[src/rtl/mesa_pkg.sv]
// rtl/mesa_pkg.sv - shared MesaBus constants and Ro receive FSM encoding
package mesa_pkg;

    localparam logic [7:0] MESA_PREAMBLE   = 8'hF0;
    localparam logic [7:0] MESA_SLOT_RO    = 8'hFE;
    localparam logic [7:0] MESA_SUBSLOT_ID = 8'h00;

    typedef enum logic [2:0] {
        ST_IDLE,
        ST_SLOT,
        ST_SUBSLOT,
        ST_LEN,
        ST_PAYLOAD,
        ST_DONE
    } rx_state_t;

endpackage

[src/rtl/mesa_ro_rx_if.sv]
// rtl/mesa_ro_rx_if.sv - Ro byte stream bundle (byte, byte strobe, done strobe)
interface mesa_ro_rx_if;
    logic [7:0] ro_byte_d;
    logic       ro_byte_en;
    logic       ro_done;

    modport master (output ro_byte_d, output ro_byte_en, output ro_done);
    modport slave  (input  ro_byte_d, input  ro_byte_en, input  ro_done);
endinterface

[src/rtl/mesa_word_pack.sv]
// rtl/mesa_word_pack.sv - packs bytes big-endian into 32-bit words
// A flush emits any partial word left-aligned and zero-padded, including a byte arriving with it.
module mesa_word_pack (
    input  logic        clk,
    input  logic        rst_n,
    input  logic        clr,
    input  logic        byte_en,
    input  logic [7:0]  byte_d,
    input  logic        flush,
    output logic [31:0] word_d,
    output logic        word_en
);

    logic [31:0] sreg, sreg_nx, padded;
    logic [1:0]  phase, phase_nx;

    always_comb begin
        sreg_nx  = byte_en ? {sreg[23:0], byte_d} : sreg;
        phase_nx = phase + {1'b0, byte_en};
        case (phase_nx)
            2'd1:    padded = {sreg_nx[7:0],  24'h0};
            2'd2:    padded = {sreg_nx[15:0], 16'h0};
            2'd3:    padded = {sreg_nx[23:0], 8'h0};
            default: padded = sreg_nx;
        endcase
    end

    always_ff @(posedge clk or negedge rst_n) begin
        if (!rst_n) begin
            sreg    <= '0;
            phase   <= '0;
            word_d  <= '0;
            word_en <= 1'b0;
        end else begin
            word_en <= 1'b0;
            if (byte_en && phase == 2'd3) begin
                word_d  <= sreg_nx;
                word_en <= 1'b1;
            end else if (flush && phase_nx != 2'd0) begin
                word_d  <= padded;
                word_en <= 1'b1;
            end
            if (clr || flush) begin
                sreg  <= '0;
                phase <= '0;
            end else begin
                sreg  <= sreg_nx;
                phase <= phase_nx;
            end
        end
    end

endmodule

[src/rtl/mesa_ro_rx.sv]
// rtl/mesa_ro_rx.sv - MesaBus Ro receiver: header parse, word packing, ID report capture
module mesa_ro_rx
    import mesa_pkg::*;
#(
    parameter int         MAX_BYTES  = 64,
    parameter logic [7:0] ID_SLOT    = MESA_SLOT_RO,
    parameter logic [7:0] ID_SUBSLOT = MESA_SUBSLOT_ID
) (
    input  logic        clk,
    input  logic        reset_n,
    mesa_ro_rx_if.slave ro,
    output logic [7:0]  hdr_slot,
    output logic [7:0]  hdr_subslot,
    output logic [7:0]  hdr_len,
    output logic [31:0] word_d,
    output logic        word_en,
    output logic        pkt_done,
    output logic        pkt_err,
    output logic        len_mismatch,
    output logic [31:0] id_mfr,
    output logic [31:0] id_dev,
    output logic [31:0] id_snum,
    output logic [31:0] id_tstamp,
    output logic        id_valid
);

    localparam logic [8:0] MAX_B = 9'(MAX_BYTES);

    rx_state_t   state, state_nx;
    logic [7:0]  cnt, cnt_nx;
    logic        err, err_nx;
    logic        pk_en, pk_clr, pk_flush;
    logic [2:0]  wcnt;
    logic [31:0] wbuf [4];
    logic [31:0] live [4];
    logic        capture;

    mesa_word_pack u_pack (
        .clk     (clk),
        .rst_n   (reset_n),
        .clr     (pk_clr),
        .byte_en (pk_en),
        .byte_d  (ro.ro_byte_d),
        .flush   (pk_flush),
        .word_d  (word_d),
        .word_en (word_en)
    );

    always_comb begin
        state_nx = state;
        cnt_nx   = cnt;
        err_nx   = err;
        pk_en    = 1'b0;
        pk_clr   = 1'b0;
        pk_flush = 1'b0;
        case (state)
            ST_IDLE: begin
                if (ro.ro_byte_en && ro.ro_byte_d == MESA_PREAMBLE) begin
                    state_nx = ST_SLOT;
                    cnt_nx   = '0;
                    err_nx   = 1'b0;
                end
            end
            ST_SLOT, ST_SUBSLOT, ST_LEN: begin
                if (ro.ro_done) begin
                    state_nx = ST_DONE;
                    err_nx   = 1'b1;
                end else if (ro.ro_byte_en) begin
                    case (state)
                        ST_SLOT:    state_nx = ST_SUBSLOT;
                        ST_SUBSLOT: state_nx = ST_LEN;
                        default: begin
                            state_nx = ST_PAYLOAD;
                            cnt_nx   = '0;
                            pk_clr   = 1'b1;
                        end
                    endcase
                end
            end
            ST_PAYLOAD: begin
                if (ro.ro_byte_en) begin
                    if (cnt != 8'hFF) cnt_nx = cnt + 8'd1;
                    // Bytes past the limit are counted but never reach the packer.
                    if ({1'b0, cnt} < MAX_B) pk_en = 1'b1;
                    else                     err_nx = 1'b1;
                end
                if (ro.ro_done) begin
                    state_nx = ST_DONE;
                    pk_flush = !err_nx;
                end
            end
            ST_DONE: state_nx = ST_IDLE;
            default: state_nx = ST_IDLE;
        endcase
    end

    // The 4th word can still be in flight during DONE, so take it straight off the packer.
    always_comb begin
        for (int i = 0; i < 4; i++) begin
            live[i] = (word_en && wcnt == 3'(i)) ? word_d : wbuf[i];
        end
    end

    assign capture = (state == ST_DONE) && !err && hdr_slot == ID_SLOT &&
                     hdr_subslot == ID_SUBSLOT && cnt >= 8'd16;

    always_ff @(posedge clk or negedge reset_n) begin
        if (!reset_n) begin
            state        <= ST_IDLE;
            cnt          <= '0;
            err          <= 1'b0;
            wcnt         <= '0;
            for (int i = 0; i < 4; i++) wbuf[i] <= '0;
            hdr_slot     <= '0;
            hdr_subslot  <= '0;
            hdr_len      <= '0;
            pkt_done     <= 1'b0;
            pkt_err      <= 1'b0;
            len_mismatch <= 1'b0;
            id_mfr       <= '0;
            id_dev       <= '0;
            id_snum      <= '0;
            id_tstamp    <= '0;
            id_valid     <= 1'b0;
        end else begin
            state <= state_nx;
            cnt   <= cnt_nx;
            err   <= err_nx;
            if (ro.ro_byte_en) begin
                if (state == ST_SLOT)    hdr_slot    <= ro.ro_byte_d;
                if (state == ST_SUBSLOT) hdr_subslot <= ro.ro_byte_d;
                if (state == ST_LEN)     hdr_len     <= ro.ro_byte_d;
            end
            if (pk_clr) begin
                wcnt <= '0;
            end else if (word_en && !wcnt[2]) begin
                wbuf[wcnt[1:0]] <= word_d;
                wcnt            <= wcnt + 3'd1;
            end
            pkt_done     <= (state != ST_DONE) && (state_nx == ST_DONE);
            pkt_err      <= (state != ST_DONE) && (state_nx == ST_DONE) && err_nx;
            len_mismatch <= (state == ST_PAYLOAD) && (state_nx == ST_DONE) && (cnt_nx != hdr_len);
            if (capture) begin
                id_mfr    <= live[0];
                id_dev    <= live[1];
                id_snum   <= live[2];
                id_tstamp <= live[3];
                id_valid  <= 1'b1;
            end
        end
    end

endmodule

[src/flat_wrapper.sv]
// flat-port wrapper written by rule: the top's interface ports become plain ports
module mesa_ro_rx_flat import mesa_pkg::*;
#(
    parameter int         MAX_BYTES  = 64,
    parameter logic [7:0] ID_SLOT    = MESA_SLOT_RO,
    parameter logic [7:0] ID_SUBSLOT = MESA_SUBSLOT_ID
)
  (clk, reset_n, hdr_slot, hdr_subslot, hdr_len, word_d, word_en, pkt_done, pkt_err, len_mismatch, id_mfr, id_dev, id_snum, id_tstamp, id_valid, ro_ro_byte_d, ro_ro_byte_en, ro_ro_done);
  mesa_ro_rx_if ro_i ();
  input  logic clk;
  input  logic reset_n;
  output logic [7:0] hdr_slot;
  output logic [7:0] hdr_subslot;
  output logic [7:0] hdr_len;
  output logic [31:0] word_d;
  output logic word_en;
  output logic pkt_done;
  output logic pkt_err;
  output logic len_mismatch;
  output logic [31:0] id_mfr;
  output logic [31:0] id_dev;
  output logic [31:0] id_snum;
  output logic [31:0] id_tstamp;
  output logic id_valid;
  input wire logic [$bits(ro_i.ro_byte_d)-1:0] ro_ro_byte_d;
  input wire logic [$bits(ro_i.ro_byte_en)-1:0] ro_ro_byte_en;
  input wire logic [$bits(ro_i.ro_done)-1:0] ro_ro_done;
  assign ro_i.ro_byte_d = ro_ro_byte_d;
  assign ro_i.ro_byte_en = ro_ro_byte_en;
  assign ro_i.ro_done = ro_ro_done;
  mesa_ro_rx #(.MAX_BYTES(MAX_BYTES), .ID_SLOT(ID_SLOT), .ID_SUBSLOT(ID_SUBSLOT)) u_core (.clk(clk), .reset_n(reset_n), .ro(ro_i), .hdr_slot(hdr_slot), .hdr_subslot(hdr_subslot), .hdr_len(hdr_len), .word_d(word_d), .word_en(word_en), .pkt_done(pkt_done), .pkt_err(pkt_err), .len_mismatch(len_mismatch), .id_mfr(id_mfr), .id_dev(id_dev), .id_snum(id_snum), .id_tstamp(id_tstamp), .id_valid(id_valid));
endmodule
[config.mk]
export PLATFORM = sky130hd
export DESIGN_NAME = mesa_ro_rx_flat
export DESIGN_NICKNAME = d
export VERILOG_FILES = /design/src/rtl/mesa_pkg.sv /design/src/rtl/mesa_ro_rx_if.sv /design/src/rtl/mesa_word_pack.sv /design/src/rtl/mesa_ro_rx.sv /design/src/flat_wrapper.sv
export SDC_FILE = /design/constraint.sdc
export NUM_CORES = 1
export LEC_CHECK = 0
export CAP_MARGIN = 20
export CORE_ASPECT_RATIO = 1.4
export CORE_MARGIN = 8
export CORE_UTILIZATION = 40
export CTS_BUF_LIST = sky130_fd_sc_hd__clkbuf_16
export CTS_CLUSTER_DIAMETER = 100
export CTS_CLUSTER_SIZE = 14
export DETAILED_ROUTE_END_ITERATION = 12
export PLACE_DENSITY = 0.69
export RECOVER_POWER = 25
export SLEW_MARGIN = 40
export SYNTH_ARGS = -nofsm -noshare
export SYNTH_HDL_FRONTEND = slang
export SYNTH_SLANG_ARGS = --single-unit
[constraint.sdc]
create_clock -name clk -period 8.4 [get_ports clk]
set_input_delay 1.68 -clock clk [delete_from_list [all_inputs] [get_ports clk]]
set_output_delay 1.68 -clock clk [all_outputs]
set_load 0.005 [all_outputs]
==> run_results.csv <==
group,metric,value,unit
yosys,synth-edff-count,0,
die,die_h,254,um
sta,rsz0062_at_grt,"false",
clock_tree,clock-sinks,366,
yosys,ys_seq_area_frac,0.567,
clock_tree,root_buffer,"clkbuf_16",
worst_setup_path,end_kind,"async pin",
sta,hold_slack,0.480,ns
yosys,ys_async_sr_fraction,1.00,
final_layout,nets,1505,
worst_setup_path,reg2reg_slack,4.48,ns
clock_tree,clk-insertion-delay-late,0.58,ns
placed_design,dp_cells,1987,
worst_setup_path,crit_type,"in2async",
drt,drtPass1Iterations,5,
clock_tree,postCtsHoldBufs,0,
clock_tree,htree_levels,1,
clock_tree,cts.path.max_buffers,3,
global_route,grt_pass1_wl,65300,um
sta,relSlewSlack,-2.09,
sta,fin_crit_sh,0.638,
worst_setup_path,slowest_stage,"clkbuf_1",
yosys,ys_types,69,
yosys,syn_nets,1377,
placed_design,post_dp_cell_area,18400,sq um
power,p_int,3.20,mW
yosys,synth_flop_cell,"dfrtp_1",
final_layout,final_core_util,0.479,
drt,final_antenna_net_count,0,
yosys,syn-mean-instance-area,11.9,sq um
yosys,syn-cell-area,16200,sq um
global_route,grt_max_degree,102,
clock_tree,cts_setup_buffers,0,
drt,viasPerCell,5.28,
yosys,ys_ff_latch,366,
worst_setup_path,start_kind,"input port",
die,die_w,186,um
placed_design,port_buffers,200,
final_layout,mostFrequentLayoutCell,"dfrtp_1",
sta,tns,0,ns
sta,setup_viol,0,
power,pwr-share-seq,0.495,
final_layout,antennaDiodeCount,0,
flow_run,maxCapViolations,1,
final_layout,areaGrowthSynthToFinish,18.6,%
sta,slew_violations,81,
clock_tree,clk_pin_slew,0.07,ns
global_route,gr-total-overflow,0,
worst_setup_path,cp.arrival,4.92,ns
power,p_total,4.87,mW
die,io_pins,201,
drt,vias,10700,
final_layout,final_cell_mix,"dfrtp_1 (366), clkdlybuf4s50_1 (197), nand2_1 (169)",
power,comb_power_share,0.251,
run_status,status,"complete, but fails checks",
placed_design,place_hpwl,29500,um
sta,skew,0.0352,ns
worst_setup_path,cp_cell_sequence,"clkbuf_1",
run_status,violations,"max-capacitance violations, max-slew violations",
worst_setup_path,worst_path_largest_cell_delay,3.19,ns
power,p_sw,1.67,mW
yosys,synth_cells,1357,
final_layout,drive_gt1_frac,0.157,
power,clkPwrFrac,0.254,
final_layout,layoutNonFillerInstCount,2019,
clock_tree,cts_made_buffers,30,
worst_setup_path,path_buf_inv,1,
yosys,yosysWarnings,0,
min_path,hold_path_class,"reg2reg",
power,p_leak,9.43,nW
worst_setup_path,crit_required,7.96,ns
global_route,grt.total_usage,0.179,
clock_tree,cts_tree,"built",
worst_setup_path,cp_top_family,"buffers and inverters",
power,switching_share,0.343,
sta,worst_slew_pin_slew,4.64,ns
die,row_count,87,
placed_design,place.gp.congestion,0.890,
sta,hold_viol,0,
die,initial_utilization,0.403,
clock_tree,ctsResizeCount,0,
drt,drt_iter0_drc,646,
final_layout,final_cell_area,19200,sq um
drt,wirelength,42500,um
sta,min_period,5.36,ns
power,ir_worst_vdd,217,uV
power,pwr_density_cell,254,nW/um^2
die,die-area,47200,sq um
global_route,grt_pass1_vias,11000,
sta,worst_slack,3.04,ns
worst_setup_path,critPathMaxFanout,80,
drt,wire_per_inst,21.1,um
die,core,40100,sq um
drt,drc,0,
placed_design,post-place-ws,2.73,ns
global_route,antenna_found_initial,0,
sta,fmaxAchievable,187,MHz
[cells in the mapped netlist, types with 14 or more instances]
| library cell | count | area (sq um) |
|---|---|---|
| dfrtp_1 | 366 | 9160 |
| nand2_1 | 174 | 653 |
| mux2i_1 | 160 | 1600 |
| mux2_2 | 147 | 1660 |
| o21ai_1 | 133 | 666 |
| nor2_1 | 56 | 210 |
| clkbuf_1 | 46 | 173 |
| buf_1 | 20 | 75.1 |
| nand3_1 | 19 | 95.1 |
| o21ai_0 | 19 | 95.1 |
| buf_2 | 18 | 90.1 |
| buf_6 | 18 | 203 |
| buf_4 | 14 | 105 |
[layout make-up]
class                   count  area (sq um)
inverters                  13          51.3
fillers                  3709         20900
flip-flops and latches    366          9160
clock buffers              30           751
multi-input cells         861          6400
clock inverters             2          32.5
repair buffers            213          2110
well taps                 534           668
[registers in the layout (all words and copies together), names as in the netlist, 2 cells and up]
name	flops
u_core.wbuf	128
u_core.id_dev	32
u_core.id_mfr	32
u_core.id_snum	32
u_core.id_tstamp	32
u_core.u_pack.sreg	32
u_core.u_pack.word_d	32
u_core.cnt	8
u_core.hdr_len	8
u_core.hdr_slot	8
u_core.hdr_subslot	8
u_core.state	3
u_core.wcnt	3
u_core.u_pack.phase	2
[power by group through the flow]
stage | Clock, mW | Combinational (mW) | Sequential, mW
after floorplan | 0 | 0.836 | 2.17
after global placement | 0 | 1.21 | 2.44
after detailed placement | 0 | 1.22 | 2.45
after CTS | 1.29 | 1.23 | 2.42
after global routing | 1.34 | 1.34 | 2.45
final | 1.24 | 1.22 | 2.41
[metal layers]
metal	up-vias	share of wire	global-route usage
met1	5395	0.40	0.214
met2	234	0.51	0.317
met3	66	0.048	0.0298
met5	-	0	0
met4	0	0.036	0.0684
li1	4970	-	-
[kinds of logic after synthesis]
kind of cell	after synthesis	share of synthesized area
AND/OR/NAND/NOR	292	0.0803
AO/OA/AOI/OAI	229	0.0855
buffers and inverters	130	0.0434
adder cells (fa/ha/maj)	8	0.00619
XOR/XNOR	12	0.00650
multiplexers	320	0.211
flip-flops	366	0.567
[worst paths after layout]
path                                             start                              endpoint  cells past startpoint
max in group clk                         ro_ro_byte_en  u_core.u_pack.word_d[10]$_DFFE_PN0P_                     12
hold reg to reg            u_core.id_valid$_DFFE_PN0P_           u_core.id_valid$_DFFE_PN0P_                      1
setup / recovery                               reset_n          u_core.wbuf[122]$_DFFE_PN0P_                      1
hold / removal             u_core.id_valid$_DFFE_PN0P_           u_core.id_valid$_DFFE_PN0P_                      1
min in group asynchronous                      reset_n      u_core.u_pack.sreg[29]$_DFF_PN0_                      1
setup reg to reg             u_core.state[1]$_DFF_PN0_  u_core.u_pack.word_d[10]$_DFFE_PN0P_                     11
No activity file was read; power rests on OpenSTA's default activity.
